===== src/rtl/load_store_unit.sv =====
// RV32I load/store unit between execute and a 4-lane byte-wide data memory with 1-cycle read latency.
// Optional build macro LSU_MISALIGN_TRAP_EN turns misaligned halfword/word accesses into errors.
module load_store_unit #(
  parameter int unsigned ADDR_WIDTH = 12
) (
  input  logic                  clk,
  input  logic                  rst_n,
  input  logic                  req_valid,
  output logic                  req_ready,
  input  logic                  req_we,
  input  logic [2:0]            req_funct3,
  input  logic [31:0]           req_addr,
  input  logic [31:0]           req_wdata,
  output logic                  resp_valid,
  output logic                  resp_err,
  output logic [31:0]           resp_rdata,
  output logic                  mem_we,
  output logic [3:0]            mem_wmask,
  output logic [ADDR_WIDTH-1:0] mem_addr,
  output logic [31:0]           mem_wdata,
  input  logic [31:0]           mem_rdata
);

  localparam logic [1:0] IDLE = 2'd0;
  localparam logic [1:0] LOAD = 2'd1;
  localparam logic [1:0] RESP = 2'd2;

  logic [1:0]            state_q, state_d;
  logic [ADDR_WIDTH-1:0] addr_q, addr_d;
  logic [1:0]            lo_q, lo_d;
  logic [2:0]            funct3_q, funct3_d;
  logic                  resp_valid_q, resp_valid_d;
  logic                  resp_err_q, resp_err_d;
  logic [31:0]           resp_rdata_q, resp_rdata_d;

  logic        accept;
  logic        legal;
  logic        misalign;
  logic [7:0]  byte_sel;
  logic [15:0] half_sel;
  logic [31:0] load_data;
  logic        unused_addr_bits;

  assign unused_addr_bits = ^req_addr[31:ADDR_WIDTH+2];

  assign req_ready = (state_q == IDLE) & rst_n;
  assign accept    = req_valid & req_ready;

  // Size/sign legality of the incoming request, plus optional alignment trap
  always_comb begin
    misalign = 1'b0;
`ifdef LSU_MISALIGN_TRAP_EN
    misalign = ((req_funct3[1:0] == 2'b01) & req_addr[0]) |
               ((req_funct3 == 3'b010) & (req_addr[1:0] != 2'b00));
`endif
    case (req_funct3)
      3'b000, 3'b001, 3'b010: legal = ~misalign;
      3'b100, 3'b101:         legal = ~req_we & ~misalign;
      default:                legal = 1'b0;
    endcase
  end

  // Memory side: driven straight from the request in the accept cycle
  always_comb begin
    mem_addr  = accept ? req_addr[ADDR_WIDTH+1:2] : addr_q;
    mem_we    = accept & req_we & legal;
    mem_wmask = 4'b0000;
    mem_wdata = req_wdata;
    case (req_funct3[1:0])
      2'b00: begin
        mem_wdata = {4{req_wdata[7:0]}};
        mem_wmask = 4'(4'b0001 << req_addr[1:0]);
      end
      2'b01: begin
        mem_wdata = {2{req_wdata[15:0]}};
        mem_wmask = req_addr[1] ? 4'b1100 : 4'b0011;
      end
      default: mem_wmask = 4'b1111;
    endcase
    if (!mem_we) mem_wmask = 4'b0000;
  end

  // Lane extraction of the returned word using captured offset and size
  always_comb begin
    case (lo_q)
      2'd0:    byte_sel = mem_rdata[7:0];
      2'd1:    byte_sel = mem_rdata[15:8];
      2'd2:    byte_sel = mem_rdata[23:16];
      default: byte_sel = mem_rdata[31:24];
    endcase
    half_sel = lo_q[1] ? mem_rdata[31:16] : mem_rdata[15:0];
    case (funct3_q)
      3'b000:  load_data = {{24{byte_sel[7]}}, byte_sel};
      3'b100:  load_data = {24'd0, byte_sel};
      3'b001:  load_data = {{16{half_sel[15]}}, half_sel};
      3'b101:  load_data = {16'd0, half_sel};
      default: load_data = mem_rdata;
    endcase
  end

  // Next-state and registered response
  always_comb begin
    state_d      = state_q;
    addr_d       = addr_q;
    lo_d         = lo_q;
    funct3_d     = funct3_q;
    resp_valid_d = 1'b0;
    resp_err_d   = 1'b0;
    resp_rdata_d = 32'd0;
    case (state_q)
      IDLE: begin
        if (accept) begin
          addr_d   = req_addr[ADDR_WIDTH+1:2];
          lo_d     = req_addr[1:0];
          funct3_d = req_funct3;
          if (!legal) begin
            state_d      = RESP;
            resp_valid_d = 1'b1;
            resp_err_d   = 1'b1;
          end else if (req_we) begin
            state_d      = RESP;
            resp_valid_d = 1'b1;
          end else begin
            state_d = LOAD;
          end
        end
      end
      LOAD: begin
        state_d      = RESP;
        resp_valid_d = 1'b1;
        resp_rdata_d = load_data;
      end
      RESP:    state_d = IDLE;
      default: state_d = IDLE;
    endcase
  end

  always_ff @(posedge clk) begin
    if (!rst_n) begin
      state_q      <= IDLE;
      addr_q       <= '0;
      lo_q         <= 2'd0;
      funct3_q     <= 3'd0;
      resp_valid_q <= 1'b0;
      resp_err_q   <= 1'b0;
      resp_rdata_q <= 32'd0;
    end else begin
      state_q      <= state_d;
      addr_q       <= addr_d;
      lo_q         <= lo_d;
      funct3_q     <= funct3_d;
      resp_valid_q <= resp_valid_d;
      resp_err_q   <= resp_err_d;
      resp_rdata_q <= resp_rdata_d;
    end
  end

  assign resp_valid = resp_valid_q;
  assign resp_err   = resp_err_q;
  assign resp_rdata = resp_rdata_q;

endmodule


===== config.mk =====
export PLATFORM = sky130hd
export DESIGN_NAME = load_store_unit
export DESIGN_NICKNAME = d
export VERILOG_FILES = /design/src/rtl/load_store_unit.sv
export SDC_FILE = /design/constraint.sdc
export NUM_CORES = 1
export LEC_CHECK = 0
export ABC_AREA = 1
export BUFFER_PORTS_ARGS = -buffer_cell sky130_fd_sc_hd__buf_2
export CAP_MARGIN = 20
export CORE_MARGIN = 3
export CORE_UTILIZATION = 43
export CTS_BUF_LIST = sky130_fd_sc_hd__clkbuf_2 sky130_fd_sc_hd__clkbuf_4 sky130_fd_sc_hd__clkbuf_8
export DETAILED_ROUTE_END_ITERATION = 6
export PLACE_DENSITY = 0.8
export RECOVER_POWER = 25
export SETUP_SLACK_MARGIN = 0.2
export SYNTH_ARGS = -nofsm -noshare
export SYNTH_HDL_FRONTEND = slang
export SYNTH_SLANG_ARGS = --single-unit
export TNS_END_PERCENT = 5

===== constraint.sdc =====
create_clock -name clk -period 1.46 [get_ports clk]
set_input_delay 0.073 -clock clk [delete_from_list [all_inputs] [get_ports clk]]
set_output_delay 0.073 -clock clk [all_outputs]
set_load 0.1 [all_outputs]

==> After elaboration in Yosys (flattened, before gate mapping) <==
Cells that the tools add are included.
{ "classes": {"addsub": 0, "mul": 0, "n_div": 0, "magnitude_cmp": 0, "eq_ne": 12, "n_shift": 1, "muxes": 18, "bitwise": 5, "reduce_logical": 10} }
{ "ops": {"columns": ["op", "count"], "rows": [
  ["$pmux W32 S4", 1],
  ["$pmux W32 S2", 1],
  ["$pmux W8 S3", 1],
  ["$mux W16", 1],
  ["$eq A3 B3 Y1 const B", 4],
  ["$mux W12", 1],
  ["$mux W4", 2],
  ["$pmux W4 S2", 1],
  ["$eq A2 B1 Y1 const B", 3],
  ["$eq A3 B1 Y1 const B", 2],
  ["$logic_not A2 Y1", 3],
  ["$logic_not A3 Y1", 2],
  ["$mux W2", 3],
  ["$and A1 B1 Y1", 4],
  ["$mux W1", 4],
  ["$pmux W1 S2", 2],
  ["$pmux W2 S2", 1],
  ["$reduce_and A2 Y1", 2],
  ["$shl A1 B2 Y4 const A", 1],
  ["$eq A3 B2 Y1 const B", 1],
  ["$reduce_and A3 Y1", 1],
  ["$reduce_or A3 Y1", 1],
  ["$eq A2 B2 Y1 const B", 1],
  ["$ne A2 B2 Y1 const B", 1],
  ["2 further kinds", 2]
]} }
{ "totals": {"ff_bits": 53, "latchBits": 0, "ramBits": 0, "romBits": 0, "in_bits": 103, "wordCells": 53, "n_memories": 0} }

==> Longest topological paths before layout <==
{ "depth": {"depth_word": 6, "depth_mapped": 9, "mapped_depth_nobuf": 7} }

==> Least setup slack after synthesis <==
No wires, ideal clock.
{ "synth_timing": {"path_kind": "register to output", "from": "register state_q[1]", "to": "output port mem_wmask[0]", "arrival_ns": 2.147, "required_ns": 1.387, "setup_slack_ns": -0.760, "stages_incl_launch_ff": 7, "path_buffers": 1, "path_cell_list": "dfxtp_1 inv_1 nand2_1 nor3_4 buf_6 nand3_2 nor2_1"} }
{ "synth_between": {"elab_chain_cells": 6} }
{ "synth_lines": {"columns": ["item", "line", "rtl"], "rows": [
  ["from (decl)", "28", "logic [1:0] state_q, state_d;"],
  ["from (signal assigned)", "148", "state_q <= state_d;"],
  ["$logic_not A2 Y1", "46", "assign req_ready = (state_q == IDLE) & rst_n;"],
  ["$and A1 B1 Y1", "46", null],
  ["$and A1 B1 Y1", "47", "assign accept = req_valid & req_ready;"],
  ["$and A1 B1 Y1 (2 in a row)", "66", "mem_we = accept & req_we & legal;"],
  ["$mux W4", "80", "if (!mem_we) mem_wmask = 4'b0000;"],
  ["to (decl)", "18", "output logic [3:0] mem_wmask,"]
]} }
Every way passes these cells.

==> Worst setup path after layout <==
{ "layout_timing": {"from": "register state_q[1]", "to": "output port mem_addr[1]"} }
{ "layout_between": {"elab_chain_cells": 4} }
{ "layout_lines": {"columns": ["item", "line", "rtl"], "rows": [
  ["$logic_not A2 Y1", "46", null],
  ["$and A1 B1 Y1", "46", null],
  ["$and A1 B1 Y1", "47", null],
  ["$mux W12", null, null],
  ["to (decl)", "19", "output logic [ADDR_WIDTH-1:0] mem_addr,"]
]} }
Every way passes these cells.

==> results.cfg <==
[worst_setup_path]
crit_path_end_kind = output port
arrival_ps = 1730
path_class = register to output port
crit_required_ps = 1390
critPathLaunchType = register
r2r_cells = 10
cp_max_fo = 7

[power]
p_per_area_mw_per_mm2 = 1050
ir_worst_vdd_v = 0.000883
total_power_mw = 4.88
leakage_nw = 2.29

[cts]
cts_buffers = 5
clk_latency_ps = 320
cts_tree = built
root_buffer = clkbuf_8
htree_num_levels = 2
clock_path_buffers = 2
clock-sinks = 53
cts.clk_slew.worst_paths_ps = 100

[run]
maxCapViolCount = 0

[floorplan]
io_pins = 187
die_h_um = 84.7
core_mm2 = 0.00596
fp.dieW_um = 84.7
rows = 28
initial_core_util_pct = 44.7
fp.dieArea_mm2 = 0.00717

[drt]
dr.pass1.iters = 5
detail_route.wirelength_um = 12000
wl_per_cell_um = 18.7
vias = 3521
drt_iter0_markers = 270
viasPerCell = 5.49
drc = 0
ant_nets = 0

[worst_hold_path]
hold_depth = 3
min_path_type = primary input to register

[cells_and_area]
postLayoutCoreUtil_pct = 78.1
final_layout_size_suffix_gt1_share_pct = 51.5
seqCellArea_mm2 = 0.00107
multi_input_area_mm2 = 0.00158
final_nets = 667
fin_area_mm2 = 0.00465
syn_to_final_growth_pct = 74.8
nFillCells = 392
fin_cells = 641
mostFrequentLayoutCells = buf_2, nand2_1, dfxtp_1
layout_commonest_cell = buf_2

[timing]
hold_viol = 0
max_freq_ghz = 0.556
slew_headroom_pct = 22.2
fin_skew_ps = 12.5
slew_viol_final = 0
rsz0062_at_grt = true
worst_pin_slew_ps = 1170
min_period_ps = 1800
whs_ps = 7.45
period_share_pct = 123
timing.final.ws_setup_ps = -340
setup_viol = 21
tns_ps = -4860

[synthesis]
yosys_warnings = 0
syn_area_mm2 = 0.00266
synth_largest_area_cell = dfxtp_1
ys_seq_area_share_pct = 39.9
synthTopCellsByArea = dfxtp_1, nand2_1, a21oi_1
synth_fp_nets = 489
avgSynthCellArea_um2 = 6.89
synth.top_cell.area_share_pct = 39.9
synth_cell_type_count = 27
ys_seq_elements = 53
synth_cells = 386

[grt]
grt_pass1_wl_um = 17600
grt.total_usage_pct = 31.2
grt_antenna_before_repair = 1
globalRouteOverflowTotal = 0
grt_pass1_vias = 3579
grt_max_degree = 30

[placed_design]
placed_cell_area_mm2 = 0.00422
gp_congestion = 0.939
dp_worst_setup_slack_ps = -81.8
port_buffers = 168
dp_hpwl_um = 7500
dp.cells = 621

[run_status]
violations = negative setup slack
status = complete, but fails checks
## what timing repair did
| item | 4_1_cts | 5_1_grt |
|---|---|---|
| setup endpoints to repair | 49 | 87 |
| cloned | 2 | 0 |
| resized for setup | 62 | 31 |
| pin swaps | 8 | 17 |
| hold buffers | 0 | 0 |
| setup buffers | 8 | 1 |
| endpoints found under the hold margin | 0 | 0 |
## logic make-up after synthesis
family	share of synthesized area, %
AND/OR/NAND/NOR	30.1
AO/OA/AOI/OAI	19.5
buffers and inverters	10.5
flip-flops	39.9
## path summary, 6_finish.rpt
kind	startpoint	end	slack [ps]
worst max-delay path	state_q[1]	mem_addr[1]	-340
worst max register to register	state_q[1]	addr_q[1]	-50
worst min register to register	funct3_q[0]	funct3_q[0]	560
worst min-delay path	req_addr[2]	addr_q[0]	7
## cells in the mapped netlist
cell and number:
inv_2 1, o21ai_2 8, or2_2 13, a21oi_2 2, o21ai_0 33, buf_4 8, clkinv_1 1, a211oi_1 5
nand3_2 2, buf_2 7, nand2_1 117, a21oi_1 39, o22ai_1 3, a31oi_1 1, inv_1 27, nor2_4 1
nand2_2 2, inv_6 1, nor2_2 9, a22oi_1 1, nor2_1 24, nand3_1 12, clkbuf_1 9, nor3_4 1
dfxtp_1 53, nor3_1 3, buf_6 3
## routing by layer
layer / wire length [µm] / up-vias / global-route usage (%) / share of wire (%)
met5: 0 / - / 0 / 0
met4: 621 / 0 / 15.4 / 5.2
met3: 1240 / 52 / 9.81 / 10
met2: 6230 / 264 / 57.2 / 52
met1: 3880 / 1617 / 31.7 / 32
li1: - / 1588 / - / -
## worst max-delay path, stage by stage (launching register included)
cell	delay, ps
dfxtp_1	330
inv_2	80
nand2_4	60
nor3_4	220
buf_6	150
buf_16	110
or2_4	140
o21ai_4	70
inv_2	90
buf_12	170
## registers in the layout (all words and copies together) (netlist names)
| register | cells |
|---|---|
| resp_valid | 1 |
| state_q | 2 |
| lo_q | 2 |
| addr_q | 12 |
| resp_err | 1 |
| resp_rdata | 32 |
| funct3_q | 3 |
## layout make-up
class / count / share of cell area [%]
inverter: 30 / 2.58
multi-input combinational: 276 / 33.9
antenna: 1 / 0.0538
clock buffer: 5 / 1.48
sequential: 53 / 23.1
tap: 75 / 2.02
timing repair buffer: 198 / 36.0
clock inverter: 3 / 0.941
## power by group
group	total, mW	internal (mW)	switching, mW
Clock	1.02	0.514	0.508
Sequential	1.53	1.50	0.0386
Combinational	2.32	0.735	1.58
Total	4.88	2.75	2.13
Note: power is estimated with default switching activity, not from simulation.
